$ cat config.mk
export PLATFORM = sky130hd
export DESIGN_NAME = mem_arbiter
export DESIGN_NICKNAME = d
export VERILOG_FILES = /design/src/rtl/caches_types_pkg.sv /design/src/rtl/cpu_types_pkg.sv /design/src/rtl/flex_counter.sv /design/src/rtl/mem_arbiter.sv
export SDC_FILE = /design/constraint.sdc
export NUM_CORES = 1
export LEC_CHECK = 0
export CAP_MARGIN = 15
export CORE_AREA = 2 2 103 105
export DETAILED_ROUTE_END_ITERATION = 10
export DIE_AREA = 0 0 105 107
export HOLD_SLACK_MARGIN = 0.06
export PLACE_DENSITY = 0.7
export SLEW_MARGIN = 30
export SYNTH_ARGS = -nofsm -noshare
export SYNTH_HDL_FRONTEND = slang
export SYNTH_SLANG_ARGS = --single-unit
$ cat constraint.sdc
create_clock -name CLK -period 3.1 [get_ports CLK]
set_input_delay 0.62 -clock CLK [delete_from_list [all_inputs] [get_ports CLK]]
set_output_delay 0.62 -clock CLK [all_outputs]
set_load 0.05 [all_outputs]
$ cat src/rtl/caches_types_pkg.sv
// caches_types_pkg -- types shared by the cache side of the memory system.
//   arb_state_t : memory arbiter FSM states.
//   arb_pick()  : arbitration decision used on every re-arbitration point.
package caches_types_pkg;

    typedef enum logic [1:0] {
        IDLE   = 2'b00,
        IGRANT = 2'b01,
        DGRANT = 2'b10
    } arb_state_t;

    // Dcache has priority unless the starvation guard forces the icache in.
    function automatic arb_state_t arb_pick(input logic dreq,
                                            input logic ireq,
                                            input logic starve);
        arb_state_t pick;
        if (starve && ireq) begin
            pick = IGRANT;
        end else if (dreq) begin
            pick = DGRANT;
        end else if (ireq) begin
            pick = IGRANT;
        end else begin
            pick = IDLE;
        end
        return pick;
    endfunction

endpackage

$ cat src/rtl/cpu_types_pkg.sv
// cpu_types_pkg -- shared CPU-level types.
//   word_t     : 32-bit machine word.
//   ramstate_t : memory port status reported by the RAM model/controller.
package cpu_types_pkg;

    typedef logic [31:0] word_t;

    typedef enum logic [1:0] {
        FREE   = 2'b00,
        BUSY   = 2'b01,
        ACCESS = 2'b10,
        ERROR  = 2'b11
    } ramstate_t;

endpackage

$ cat src/rtl/flex_counter.sv
// flex_counter -- generic up-counter with synchronous clear.
//   CLK, RST (async, active-high), clear (sync, wins over count_en),
//   count_en (increment by one), count (current value, wraps naturally).
module flex_counter #(
    parameter int WIDTH = 4
) (
    input  logic             CLK,
    input  logic             RST,
    input  logic             clear,
    input  logic             count_en,
    output logic [WIDTH-1:0] count
);

    // Count register: clear has priority over increment.
    always_ff @(posedge CLK or posedge RST) begin
        if (RST) begin
            count <= '0;
        end else if (clear) begin
            count <= '0;
        end else if (count_en) begin
            count <= count + WIDTH'(1);
        end else begin
            count <= count;
        end
    end

endmodule

$ cat src/rtl/mem_arbiter.sv
// mem_arbiter -- arbitrates a single RAM port between icache and dcache.
//   Optional feature: define ARB_STARVE_GUARD_EN to enable the icache
//   starvation guard (forces an icache grant after STARVE_LIMIT consecutive
//   dcache blocks while the icache is waiting). Default: strict dcache priority.
// Ports:
//   CLK, RST            clock, asynchronous active-high reset
//   iREN, iaddr         icache read request / word address
//   iwait, iload        icache stall (low only on completion) / read data
//   dREN, dWEN          dcache read / write request (mutually exclusive)
//   daddr, dstore       dcache word address / write data
//   dwait, dload        dcache stall (low only on completion) / read data
//   ramREN, ramWEN      memory port read / write strobes
//   ramaddr, ramstore   memory port address / write data
//   ramload, ramstate   memory read data / memory status (ramstate_t)
//   arb_err             sticky: ramstate==ERROR seen while a grant was active
module mem_arbiter
    import cpu_types_pkg::*;
    import caches_types_pkg::*;
#(
    parameter int BLOCK_WORDS  = 2,
    parameter int STARVE_LIMIT = 4
) (
    input  logic        CLK,
    input  logic        RST,
    input  logic        iREN,
    input  logic [31:0] iaddr,
    output logic        iwait,
    output logic [31:0] iload,
    input  logic        dREN,
    input  logic        dWEN,
    input  logic [31:0] daddr,
    input  logic [31:0] dstore,
    output logic        dwait,
    output logic [31:0] dload,
    output logic        ramREN,
    output logic        ramWEN,
    output logic [31:0] ramaddr,
    output logic [31:0] ramstore,
    input  logic [31:0] ramload,
    input  logic [1:0]  ramstate,
    output logic        arb_err
);

    localparam int WCNT_W = (BLOCK_WORDS > 1) ? $clog2(BLOCK_WORDS) : 1;
    localparam logic [WCNT_W-1:0] WCNT_LAST = WCNT_W'(BLOCK_WORDS - 1);

    arb_state_t        state_r;
    arb_state_t        state_next_s;
    logic [WCNT_W-1:0] wcnt_r;
    logic [WCNT_W-1:0] wcnt_next_s;
    logic              dreq_s;
    logic              icomplete_s;
    logic              dcomplete_s;
    logic              block_done_s;
    logic              starve_force_s;

    assign dreq_s       = dREN | dWEN;
    assign icomplete_s  = (state_r == IGRANT) && iREN   && (ramstate == ACCESS);
    assign dcomplete_s  = (state_r == DGRANT) && dreq_s && (ramstate == ACCESS);
    assign block_done_s = dcomplete_s && (wcnt_r == WCNT_LAST);

`ifdef ARB_STARVE_GUARD_EN
    localparam int SCNT_W = $clog2(STARVE_LIMIT + 1);

    logic [SCNT_W-1:0] starve_cnt_s;
    logic              starve_inc_s;
    logic              starve_clear_s;

    assign starve_inc_s   = block_done_s & iREN;
    assign starve_clear_s = ~iREN | ((state_r != IGRANT) && (state_next_s == IGRANT));

    // Count includes the block finishing this cycle so the decision taken on
    // the STARVE_LIMIT-th block completion already hands over to the icache.
    assign starve_force_s = iREN &&
        ((int'(starve_cnt_s) + (starve_inc_s ? 1 : 0)) >= STARVE_LIMIT);

    flex_counter #(
        .WIDTH (SCNT_W)
    ) u_starve_cnt (
        .CLK      (CLK),
        .RST      (RST),
        .clear    (starve_clear_s),
        .count_en (starve_inc_s),
        .count    (starve_cnt_s)
    );
`else
    // Strict dcache priority; the limit has no effect in this build.
    assign starve_force_s = (STARVE_LIMIT < 0) ? iREN : 1'b0;
`endif

    // Next-state and word-counter logic; re-arbitrates on completion/release.
    always_comb begin
        state_next_s = state_r;
        wcnt_next_s  = wcnt_r;
        case (state_r)
            IDLE: begin
                state_next_s = arb_pick(dreq_s, iREN, starve_force_s);
                wcnt_next_s  = '0;
            end
            IGRANT: begin
                wcnt_next_s = '0;
                if (icomplete_s) begin
                    state_next_s = arb_pick(dreq_s, iREN, starve_force_s);
                end else if (!iREN) begin
                    state_next_s = IDLE;
                end else begin
                    state_next_s = IGRANT;
                end
            end
            DGRANT: begin
                if (!dreq_s) begin
                    // dcache abandoned the block: release the lock now.
                    wcnt_next_s  = '0;
                    state_next_s = arb_pick(dreq_s, iREN, starve_force_s);
                end else if (dcomplete_s) begin
                    if (wcnt_r == WCNT_LAST) begin
                        wcnt_next_s  = '0;
                        state_next_s = arb_pick(dreq_s, iREN, starve_force_s);
                    end else begin
                        wcnt_next_s  = wcnt_r + WCNT_W'(1);
                        state_next_s = DGRANT;
                    end
                end else begin
                    // BUSY / ERROR / FREE: hold grant and counter.
                    wcnt_next_s  = wcnt_r;
                    state_next_s = DGRANT;
                end
            end
            default: begin
                state_next_s = IDLE;
                wcnt_next_s  = '0;
            end
        endcase
    end

    // FSM state and word counter registers.
    always_ff @(posedge CLK or posedge RST) begin
        if (RST) begin
            state_r <= IDLE;
            wcnt_r  <= '0;
        end else begin
            state_r <= state_next_s;
            wcnt_r  <= wcnt_next_s;
        end
    end

    // Sticky error flag: any ERROR status while a requester holds the grant.
    always_ff @(posedge CLK or posedge RST) begin
        if (RST) begin
            arb_err <= 1'b0;
        end else if ((state_r != IDLE) && (ramstate == ERROR)) begin
            arb_err <= 1'b1;
        end else begin
            arb_err <= arb_err;
        end
    end

    assign iload = ramload;
    assign dload = ramload;

    // RAM port mux and stall generation; state is async-reset so outputs
    // fall to their idle values the moment RST rises.
    always_comb begin
        ramREN   = 1'b0;
        ramWEN   = 1'b0;
        ramaddr  = 32'h0000_0000;
        ramstore = 32'h0000_0000;
        iwait    = 1'b1;
        dwait    = 1'b1;
        case (state_r)
            IGRANT: begin
                ramREN  = iREN;
                ramaddr = iaddr;
                iwait   = ~icomplete_s;
            end
            DGRANT: begin
                ramREN   = dREN;
                ramWEN   = dWEN;
                ramaddr  = daddr;
                ramstore = dstore;
                dwait    = ~dcomplete_s;
            end
            default: begin
                ramREN = 1'b0;
                ramWEN = 1'b0;
            end
        endcase
    end

endmodule

==> results.cfg <==
[global_routing]
grt_pass1_wl_um = 9080
grt_pass1_vias = 1795
grt_remaining_overflow = 0
antenna_found_initial = 0
grt_use_total_pct = 9.99
grt_max_degree = 37

[detailed_routing]
viasPerCell = 3.89
routed_wl_um = 6060
postRouteAntennaNets = 0
vias = 1692
drtIter0Drc = 55
wl_per_cell_um = 13.9
drc_errors = 0
drt_pass1_iterations = 4

[cells_and_area]
syn_to_final_growth_pct = 117
drive_above_1_share_pct = 19.4
antenna_cells = 0
nets = 439
most-common-layout-cells = clkdlybuf4s50_1 (123), a22oi_1 (33), nor2b_1 (33), and2_1 (33), buf_12 (33)
mostFrequentLayoutCell = clkdlybuf4s50_1
fin_util_pct = 31.1
final_cell_area_um2 = 3130

[pwr]
peakVddDrop_v = 0.000370
p_switching_w = 0.00158
power_frac_comb_pct = 94.0
power.internal_w = 0.00125
p_sw_share_pct = 55.9
clkPwrFrac_pct = 4.0
cellPowerDensity_nw_per_um2 = 902
p_leak_nw = 1.18
p_seq_share_pct = 2.0

[place]
dp_hpwl_um = 5150
place.gp.congestion = 0.709
post_dp_cell_area_um2 = 3090
port_buffers = 171

[worst_hold_path]
hold_class = flop to flop
holdPathStages = 1

[setup_path]
required_ns = 2.48
crit_slowest_cell = clkdlybuf4s50_1
cp_top_family = buffers and inverters
crit_type = flop to primary output
critPathMaxFanout = 35
max_stage_delay_ns = 0.83
rr_worst_depth = 5
start_kind = flop
cp_num_buf_inv = 2
crit_arrival_ns = 2.27
cp.depth = 4
crit_chain = inv_1 -> ha_2 -> and2_1 -> clkdlybuf4s50_1
setup.worst_path.end_class = primary output

[job]
maxCapViolations = 0

[timing]
fin_worst_skew_ns = 0.00108
slew_headroom_pct = 64.1
tns_ns = 0
clock.fmax_mhz = 346
period_needed_ns = 2.89
hold_viol = 0
tightest_slew_ns = 0.537
rsz0062_at_grt = no
slew_violations = 0
setup_viol = 0
min_period_over_period_pct = 93.2

[synthesis]
netlist_area_um2 = 1450
syn_nets = 337
synth_ff_type = dfrtp_1
ys_seq_elements = 3
synthDistinctLibCells = 19
yosysWarnings = 0
postSynthAreaPerCell_um2 = 7.30
synth_seq_area_share_pct = 5.19
synth_edf_count = 0
ys_async_sr_fraction_pct = 100
postSynthCellCount = 198

[clocking]
cts_resized = 0
cts.sink_count = 3
cts_setup_buffers = 0
clk_latency_ns = 0.21
cts.path.max_buffers = 2
cts_htree_levels = 1
postCtsHoldBufs = 0
clkSlewWorstSetupHoldPaths_ns = 0.03
cts-root-buf = clkbuf_8
tritoncts = yes
cts_buffers = 3

[floorplanning]
die_area_um2 = 11200
ios = 268
num_rows = 37
coreArea_um2 = 10100
die_h_um = 107
die_width_um = 105
start_util_pct = 14.3

[outcome]
status = complete, no violations
[metrics by stage]
step                      total power [W]  setup WS (ns)  hold slack, ns  instances
after global placement            0.00273          0.413           0.462        431
after detailed placement          0.00276          0.383           0.467        431
after global routing              0.00296         0.0463           0.505        435
final                             0.00283          0.210           0.468        435
after CTS                         0.00288          0.151           0.473        435
after floorplan                   0.00181          0.800           0.374        198
[layer usage]
layer	GRT usage, %	wire [um]
met5	0	0
met4	4.19	194
met3	3.53	646
met2	18.8	3150
met1	9.93	2070
[layout make-up]
class                   count  area [um2]
clock buffers               4        45.0
fillers                  1074        6960
inverters                   3        11.3
multi-input cells         114         798
flip-flops and latches      3        75.1
well taps                 136         170
repair buffers            175        2030
[power by group through the flow]
stage / clock (W) / sequential, W / combinational, W
CTS: 0.000116 / 0.0000558 / 0.00270
global placement: 0 / 0.0000551 / 0.00268
floorplan: 0 / 0.0000545 / 0.00176
finish: 0.000113 / 0.0000558 / 0.00266
global route: 0.000120 / 0.0000563 / 0.00279
detailed placement: 0 / 0.0000562 / 0.00270
[sequential cells by signal (all words and copies together) (netlist names)]
name,flops
arb_err,1
state_r,2
[cells in the mapped netlist (2+ instances only)]
cell      number  area, um2
buf_2          4       20.0
inv_1          3       11.3
clkbuf_1       5       18.8
dfrtp_1        3       75.1
nor2_1         2       7.51
buf_4         68        510
ha_1           4       50.1
and2_1        33        206
nand3b_1       2       15.0
nor2b_1       33        206
a22oi_1       33        248
[final timing paths]
check / startpoint / to / slack (ns)
max in group asynchronous: RST / state_r[0]$_DFF_PP0_ / 2.40
hold reg to reg: arb_err$_DFFE_PP0P_ / arb_err$_DFFE_PP0P_ / 0.47
setup / recovery: state_r[0]$_DFF_PP0_ / ramstore[0] / 0.21
setup reg to reg: state_r[1]$_DFF_PP0_ / state_r[0]$_DFF_PP0_ / 1.65
hold / removal: arb_err$_DFFE_PP0P_ / arb_err$_DFFE_PP0P_ / 0.47
min in group asynchronous: RST / state_r[1]$_DFF_PP0_ / 0.57
[logic make-up after synthesis]
| group | count (synthesis) | share of synthesized area, % |
|---|---|---|
| compound gates | 37 | 19.5 |
| fa+ha+maj | 4 | 3.46 |
| buf+inv | 81 | 39.8 |
| flops | 3 | 5.19 |
| simple gates | 73 | 32.1 |
No activity file was read; power rests on OpenSTA's default activity.
